**config.mk**
```make
export PLATFORM = sky130hd
export DESIGN_NAME = smi_bus_master
export DESIGN_NICKNAME = d
export VERILOG_FILES = /design/src/rtl/smi_pkg.sv /design/src/rtl/smi_phase_timer.sv /design/src/rtl/smi_bus_master.sv
export SDC_FILE = /design/constraint.sdc
export NUM_CORES = 1
export LEC_CHECK = 0
export CAP_MARGIN = 5
export CORE_UTILIZATION = 52
export DETAILED_ROUTE_END_ITERATION = 8
export GPL_ROUTABILITY_DRIVEN = 1
export HOLD_SLACK_MARGIN = 0.12
export PLACE_DENSITY = 0.84
export RECOVER_POWER = 50
export SLEW_MARGIN = 20
export SYNTH_ARGS = -nofsm -noshare
export SYNTH_HDL_FRONTEND = slang
export SYNTH_SLANG_ARGS = --single-unit
export TNS_END_PERCENT = 50
```
**constraint.sdc**
```tcl
create_clock -name i_sys_clk -period 2.9 [get_ports i_sys_clk]
set_input_delay 0.29 -clock i_sys_clk [delete_from_list [all_inputs] [get_ports i_sys_clk]]
set_output_delay 0.29 -clock i_sys_clk [all_outputs]
set_load 0.1 [all_outputs]
```
**src/rtl/smi_pkg.sv**
```systemverilog
// Shared SMI definitions: FSM/op encodings and the framing sync-bit positions
// that the initiator and the FPGA-side responder must agree on.
package smi_pkg;

  typedef enum logic [1:0] {
    ST_IDLE   = 2'd0,
    ST_SETUP  = 2'd1,
    ST_STROBE = 2'd2,
    ST_HOLD   = 2'd3
  } state_e;

  typedef enum logic {
    OP_READ  = 1'b0,
    OP_WRITE = 1'b1
  } op_e;

  localparam int unsigned SYNC_BYTE0_BIT = 0;
  localparam int unsigned SYNC_BYTE2_BIT = 16;
  localparam int unsigned CNT_W          = 4;
  localparam int unsigned CNT_MAX        = (1 << CNT_W) - 1;

  // A legal tx word carries a set sync bit in byte0 and a clear one in byte2.
  function automatic logic frame_ok(input logic [31:0] word);
    return word[SYNC_BYTE0_BIT] && !word[SYNC_BYTE2_BIT];
  endfunction

endpackage

```
**src/rtl/smi_phase_timer.sv**
```systemverilog
// Loadable down-counter timing one SETUP/STROBE/HOLD phase; o_done is high on
// the last cycle of the phase (count reached zero).
module smi_phase_timer
  import smi_pkg::*;
(
  input  logic             i_sys_clk,
  input  logic             i_rst_b,
  input  logic             i_load,
  input  logic [CNT_W-1:0] i_load_val,
  output logic             o_done
);

  logic [CNT_W-1:0] cnt_q;
  logic [CNT_W-1:0] cnt_d;

  always_comb begin
    // NOTE: default first so every path assigns cnt_d; otherwise a latch is inferred.
    cnt_d = cnt_q;
    if (i_load) begin
      cnt_d = i_load_val;
    end else if (cnt_q != '0) begin
      cnt_d = cnt_q - CNT_W'(1);
    end
  end

  always_ff @(posedge i_sys_clk or negedge i_rst_b) begin
    // NOTE: non-blocking so every flop samples pre-edge values regardless of block order.
    if (!i_rst_b) begin
      cnt_q <= '0;
    end else begin
      cnt_q <= cnt_d;
    end
  end

  assign o_done = (cnt_q == '0);

endmodule

```
**src/rtl/smi_bus_master.sv**
```systemverilog
// SMI initiator: frames 32-bit tx words into 4 SWE byte strobes and gathers
// 4 SOE-strobed bytes into an rx word, with round-robin read/write arbitration.
module smi_bus_master
  import smi_pkg::*;
#(
  parameter int unsigned SETUP_CYC  = 2,
  parameter int unsigned STROBE_CYC = 3,
  parameter int unsigned HOLD_CYC   = 2
) (
  input  logic        i_sys_clk,
  input  logic        i_rst_b,
  input  logic [31:0] i_tx_word,
  input  logic        i_tx_valid,
  output logic        o_tx_ready,
  output logic [31:0] o_rx_word,
  output logic        o_rx_valid,
  input  logic        i_rd_en,
  input  logic        i_smi_read_req,
  input  logic        i_smi_write_req,
  output logic        o_smi_soe_se,
  output logic        o_smi_swe_srw,
  output logic [7:0]  o_smi_data,
  output logic        o_smi_data_oe,
  input  logic [7:0]  i_smi_data,
  output logic        o_busy,
  output logic        o_frame_err
);

  if (SETUP_CYC < 1 || SETUP_CYC > CNT_MAX ||
      STROBE_CYC < 1 || STROBE_CYC > CNT_MAX ||
      HOLD_CYC < 1 || HOLD_CYC > CNT_MAX) begin : g_bad_timing
    $fatal(1, "smi_bus_master: SETUP_CYC/STROBE_CYC/HOLD_CYC must be 1..15");
  end

  // Timer reload values: a phase of N cycles counts N-1 down to 0.
  localparam logic [CNT_W-1:0] SETUP_LD  = CNT_W'(SETUP_CYC - 1);
  localparam logic [CNT_W-1:0] STROBE_LD = CNT_W'(STROBE_CYC - 1);
  localparam logic [CNT_W-1:0] HOLD_LD   = CNT_W'(HOLD_CYC - 1);

  state_e      state_q, state_d;
  op_e         op_q, op_d;
  op_e         last_op_q, last_op_d;
  logic [1:0]  byte_cnt_q, byte_cnt_d;
  logic [31:0] tx_sh_q, tx_sh_d;
  logic [31:0] rx_sh_q, rx_sh_d;
  logic [31:0] rx_word_q, rx_word_d;
  logic        rx_valid_q, rx_valid_d;
  logic [7:0]  data_q, data_d;
  logic        soe_q, soe_d;
  logic        swe_q, swe_d;
  logic        oe_q, oe_d;

  logic             tmr_load;
  logic [CNT_W-1:0] tmr_val;
  logic             tmr_done;
  logic             tx_ready;
  logic             frame_err;

  logic wr_cand, rd_cand, take_wr, take_rd;

  assign wr_cand = i_tx_valid && i_smi_write_req;
  assign rd_cand = i_rd_en && i_smi_read_req;
  // With both pending, the op not served last time wins.
  assign take_wr = wr_cand && (!rd_cand || last_op_q == OP_READ);
  assign take_rd = rd_cand && !take_wr;

  smi_phase_timer u_timer (
    .i_sys_clk  (i_sys_clk),
    .i_rst_b    (i_rst_b),
    .i_load     (tmr_load),
    .i_load_val (tmr_val),
    .o_done     (tmr_done)
  );

  always_comb begin
    state_d    = state_q;
    op_d       = op_q;
    last_op_d  = last_op_q;
    byte_cnt_d = byte_cnt_q;
    tx_sh_d    = tx_sh_q;
    rx_sh_d    = rx_sh_q;
    rx_word_d  = rx_word_q;
    rx_valid_d = 1'b0;
    data_d     = data_q;
    tmr_load   = 1'b0;
    tmr_val    = SETUP_LD;
    tx_ready   = 1'b0;
    frame_err  = 1'b0;

    unique case (state_q)
      ST_IDLE: begin
        byte_cnt_d = 2'd0;
        if (take_wr) begin
          tx_ready  = 1'b1;
          last_op_d = OP_WRITE;
          if (frame_ok(i_tx_word)) begin
            op_d     = OP_WRITE;
            data_d   = i_tx_word[7:0];
            tx_sh_d  = {8'h00, i_tx_word[31:8]};
            state_d  = ST_SETUP;
            tmr_load = 1'b1;
            tmr_val  = SETUP_LD;
          end else begin
            frame_err = 1'b1;
          end
        end else if (take_rd) begin
          last_op_d = OP_READ;
          op_d      = OP_READ;
          state_d   = ST_SETUP;
          tmr_load  = 1'b1;
          tmr_val   = SETUP_LD;
        end
      end
      ST_SETUP: begin
        if (tmr_done) begin
          state_d  = ST_STROBE;
          tmr_load = 1'b1;
          tmr_val  = STROBE_LD;
        end
      end
      ST_STROBE: begin
        if (tmr_done) begin
          // Last low cycle: the responder has had the whole strobe to drive data.
          if (op_q == OP_READ) begin
            rx_sh_d = {i_smi_data, rx_sh_q[31:8]};
          end
          state_d  = ST_HOLD;
          tmr_load = 1'b1;
          tmr_val  = HOLD_LD;
        end
      end
      ST_HOLD: begin
        if (tmr_done) begin
          if (byte_cnt_q != 2'd3) begin
            byte_cnt_d = byte_cnt_q + 2'd1;
            state_d    = ST_SETUP;
            tmr_load   = 1'b1;
            tmr_val    = SETUP_LD;
            if (op_q == OP_WRITE) begin
              data_d  = tx_sh_q[7:0];
              tx_sh_d = {8'h00, tx_sh_q[31:8]};
            end
          end else begin
            byte_cnt_d = 2'd0;
            state_d    = ST_IDLE;
            if (op_q == OP_READ) begin
              rx_word_d  = rx_sh_q;
              rx_valid_d = 1'b1;
            end
          end
        end
      end
      default: state_d = ST_IDLE;
    endcase

    // Pad-side controls are decoded from the next state and registered, so they
    // only move on phase boundaries and never glitch.
    soe_d = !(state_d == ST_STROBE && op_d == OP_READ);
    swe_d = !(state_d == ST_STROBE && op_d == OP_WRITE);
    oe_d  = (state_d != ST_IDLE) && (op_d == OP_WRITE);
  end

  always_ff @(posedge i_sys_clk or negedge i_rst_b) begin
    if (!i_rst_b) begin
      state_q    <= ST_IDLE;
      op_q       <= OP_READ;
      last_op_q  <= OP_READ;
      byte_cnt_q <= 2'd0;
      // NOTE: the shift registers are reset too, so a word cut short by reset cannot leak out later.
      tx_sh_q    <= '0;
      rx_sh_q    <= '0;
      rx_word_q  <= '0;
      rx_valid_q <= 1'b0;
      data_q     <= '0;
      soe_q      <= 1'b1;
      swe_q      <= 1'b1;
      oe_q       <= 1'b0;
    end else begin
      state_q    <= state_d;
      op_q       <= op_d;
      last_op_q  <= last_op_d;
      byte_cnt_q <= byte_cnt_d;
      tx_sh_q    <= tx_sh_d;
      rx_sh_q    <= rx_sh_d;
      rx_word_q  <= rx_word_d;
      rx_valid_q <= rx_valid_d;
      data_q     <= data_d;
      soe_q      <= soe_d;
      swe_q      <= swe_d;
      oe_q       <= oe_d;
    end
  end

  assign o_tx_ready    = tx_ready;
  assign o_frame_err   = frame_err;
  assign o_rx_word     = rx_word_q;
  assign o_rx_valid    = rx_valid_q;
  assign o_smi_soe_se  = soe_q;
  assign o_smi_swe_srw = swe_q;
  assign o_smi_data    = data_q;
  assign o_smi_data_oe = oe_q;
  assign o_busy        = (state_q != ST_IDLE);

endmodule

```
==> reports/results.env <==
CLOCK_TREE.ROOT_CELL='clkbuf_8'
MAX-CAP-VIOLATIONS=0
FIN_NETS=487
SLEW_HEADROOM=0.2186
POWER.TOTAL_mW=5.256
WORST-SLEW-PIN-TRANSITION_NS=1.177
WORST-SETUP-PATH-TYPE='register to register'
ROUTE.DETAILED.VIAS_PER_INST=5.213
POST_SYNTH.CELL_AREA_AVG_SQ_UM=14.75
COMMONEST_CELLS_AFTER_ROUTING_FILL_AND_TAPS_ASIDE='dfrtp_1, mux2_2, clkdlybuf4s50_1'
WORST_HOLD_LAUNCH='o_smi_data[6]$_DFFE_PN0P_'
DRT-INITIAL-DRC-COUNT=72
HOLD_VIOLATIONS_FINAL=0
IOS=93
SYNTH_ENABLE_FLOP_CELLS=0
POSTROUTEANTENNANETS=0
CTS_TREE='done'
NUMBER_OF_STANDARD_CELL_ROWS_IN_THE_FLOORPLAN=35
POST-DP-HPWL_UM=6374
MAPPEDNETLISTAREA_SQ_MM=0.005001
WORSTHOLDENDPOINT='o_smi_data[6]$_DFFE_PN0P_'
SETUP.REG_TO_REG.WORST_SLACK_NS=0.51
WL_PER_CELL_UM=15.27
TIMING.CLOCK.SKEW_NS=0.01436
TIMING.FMAX_MHz=419.2
SHARE_OF_FINAL_LAYOUT_STANDARD_CELLS_STRONGER_THAN_DRIVE_STRENGTH_1=0.3995
MAX-VDD-IR-DROP_uV=618.8
CTS-BUFFERS-INSERTED=9
SYN_NETS=393
FINAL_COMMON_CELL='dfrtp_1'
LEAKAGE_nW=2.789
PLACEABLE_CORE_AREA_SQ_MM=0.009284
DIE_AREA_SQ_MM=0.01001
YS_DOMINANT_REG_CELL='dfrtp_1'
GLOBALROUTE.TOTALOVERFLOW=0
SYNTHCELLS=339
CLK_TRANSITION_REPORTED_PATHS_NS=0.11
CRIT-REG2REG-LAUNCH='u_timer.cnt_q[0]$_DFFE_PN0P_'
SYNTH.YOSYS.SEQ_AREA_SHARE=0.5509
WORST_SKEW_PAIR.LATE_LATENCY_NS=0.37
SYNTH_CELL_TYPE_COUNT=48
NUMBER_OF_CLOCK_SINKS=110
STATUS='complete, no violations'
WORST_SETUP_SP_TYPE='register'
REG2REG_TO='o_rx_word[23]$_DFFE_PN0P_'
HTREE_NUM_LEVELS=3
CP_DATA_ARRIVAL_TIME_NS=2.65
DIE_HEIGHT_UM=100.1
POWER.DENSITY_CELL_AREA_mW_PER_MM2=872.6
BUFFER_PORTS.INSERTED=92
GRT_MAX_DEGREE=67
FLOORPLAN.INITIALDENSITY=0.5387
CRITPATHREQUIREDTIME_NS=3.16
POSTSYNTHREGISTERBITS=110
FINALMAXSLEWVIOLATIONS=0
LAYOUT_WORST_PATH_CYCLE_SHARE=0.8225
AREA_GROWTH_PCT=20.44
ENDPOINT_KIND='register'
RSZ0062_AT_GRT='false'
FIRST_GLOBAL_VIAS=2958
TIMING.FINAL.CRIT_PERIOD_NS=2.385
YOSYSWARNINGCOUNT=0
SETUP-TNS-FINAL_NS=0
WORST_HOLD_PATH.NUM_CELLS=1
CRIT_FANOUT=10
WORST-R2R-CELL-COUNT=7
DIODE_COUNT=0
SYNTHARSTFLOPSHARE=1.000
WIRE_LENGTH_OF_THE_FIRST_GLOBAL_ROUTING_PASS_UM=14710
DETAIL_ROUTE.FIRST_PASS.ITERATIONS=4
GLOBALROUTETOTALUTIL=0.1873
FINALSETUPVIOLATIONS=0
DETAIL_ROUTE.WIRELENGTH_UM=8657
CHIPWIDTH_UM=100.1
WORST_HOLD_PATH_TYPE='register to register'
ROUTABILITYCONGESTION=0.8222
CTS_SETUP_BUFFERS=0
DETAILROUTE.VIA_COUNT=2956
CLK_PATH_BUF_DEPTH=2
FINALCOREUTILIZATION=0.6488
CTS_RESIZED=0
POST-ROUTE-DRC-COUNT=0
INITIAL_ANTENNA_VIOLATION_COUNT=0
-- worst max path at each step --
stage	to	cells after the start	startpoint	slack, ns
global route	tx_sh_q[11]$_DFFE_PN0P_	3	i_rst_b	0.27
detailed placement	o_rx_word[23]$_DFFE_PN0P_	7	u_timer.cnt_q[0]$_DFFE_PN0P_	0.50
finish	o_rx_word[23]$_DFFE_PN0P_	7	u_timer.cnt_q[0]$_DFFE_PN0P_	0.51
global placement	o_rx_word[30]$_DFFE_PN0P_	7	u_timer.cnt_q[0]$_DFFE_PN0P_	0.58
floorplan	o_smi_data[2]$_DFFE_PN0P_	6	state_q[0]$_DFF_PN0_	0.53
CTS	o_rx_word[23]$_DFFE_PN0P_	7	u_timer.cnt_q[0]$_DFFE_PN0P_	0.49
-- state kept, by name, summed over array words and instances (netlist names), 2 cells and up --
register	count
tx_sh_q	24
u_timer.cnt_q	4
o_smi_data	8
byte_cnt_q	2
rx_sh_q	32
state_q	2
o_rx_word	32
-- worst max-delay path, cell delays in order, from the launching register on --
cell and delay (ns):
dfrtp_1 0.40, inv_1 0.08, ha_1 0.24, or3b_1 0.52
nor2_4 0.15, and3_4 0.31, buf_4 0.26, mux2_4 0.32
-- logic make-up (layout without fill, tap and decap cells) --
kind of cell    after synthesis  in the layout  share of synthesized area
compound gates               30             30                    0.04403
fa+ha+maj                     8              8                    0.02002
buf+inv                      27            126                    0.03653
flops                       110            110                     0.5509
mux                         122            122                     0.2960
simple gates                 42             42                    0.05254
-- cells in the mapped netlist, types with 2 or more instances --
cell,instances,area share
inv_1,11,0.0083
and2_1,2,0.0025
or3_1,2,0.0025
dfstp_2,2,0.011
o21ai_0,3,0.0030
nor2b_1,10,0.013
mux2i_1,2,0.0040
a211oi_1,4,0.0060
o31ai_1,2,0.0030
nand3_1,4,0.0040
nor2_1,5,0.0038
nor3_1,2,0.0020
buf_2,7,0.0070
clkbuf_1,4,0.0030
buf_12,4,0.016
a21oi_1,4,0.0040
o21a_1,2,0.0030
nand2_1,5,0.0038
a31oi_1,3,0.0038
mux2_2,90,0.20
mux2_4,29,0.087
nand2b_1,2,0.0025
dfrtp_1,108,0.54
ha_1,8,0.020
-- through the flow --
stage / instances / hold WS [ns] / instance area [sq um] / setup WS (ns)
floorplan: 339 / -0.005591 / 5001 / 0.5279
global placement: 550 / 0.3332 / 5908 / 0.5817
detailed placement: 550 / 0.3383 / 5908 / 0.4992
CTS: 567 / 0.4712 / 6125 / 0.4865
global route: 567 / 0.5095 / 6023 / 0.2718
finish: 567 / 0.5025 / 6023 / 0.5147
-- area by class of cell --
| class | count | area [sq um] |
|---|---|---|
| clock inverters | 7 | 82.58 |
| multi-input cells | 202 | 2067 |
| repair buffers | 99 | 792.0 |
| well taps | 129 | 161.4 |
| flip-flops and latches | 110 | 2755 |
| inverters | 11 | 41.29 |
| clock buffers | 9 | 123.9 |
| fillers | 747 | 3261 |
-- per-layer routing --
layer | track usage | wire length [um] | part of all wire
met5 | 0 | 0 | 0
met4 | 0.06132 | 116 | 0.013
met3 | 0.04387 | 421 | 0.049
met2 | 0.2976 | 4157 | 0.48
met1 | 0.2564 | 3962 | 0.46
-- power breakdown --
part,internal [mW],switching [mW],leakage (nW)
registers,1.89,0.213,1.43
logic,0.894,1.34,1.26
clock network,0.348,0.562,0.101
-- what timing repair did --
action / CTS / global route
hold buffers: 1 / 0
setup endpoints to repair: 0 / 0
hold endpoints to repair: 42 / 0
Note: power is estimated with default switching activity, not from simulation.
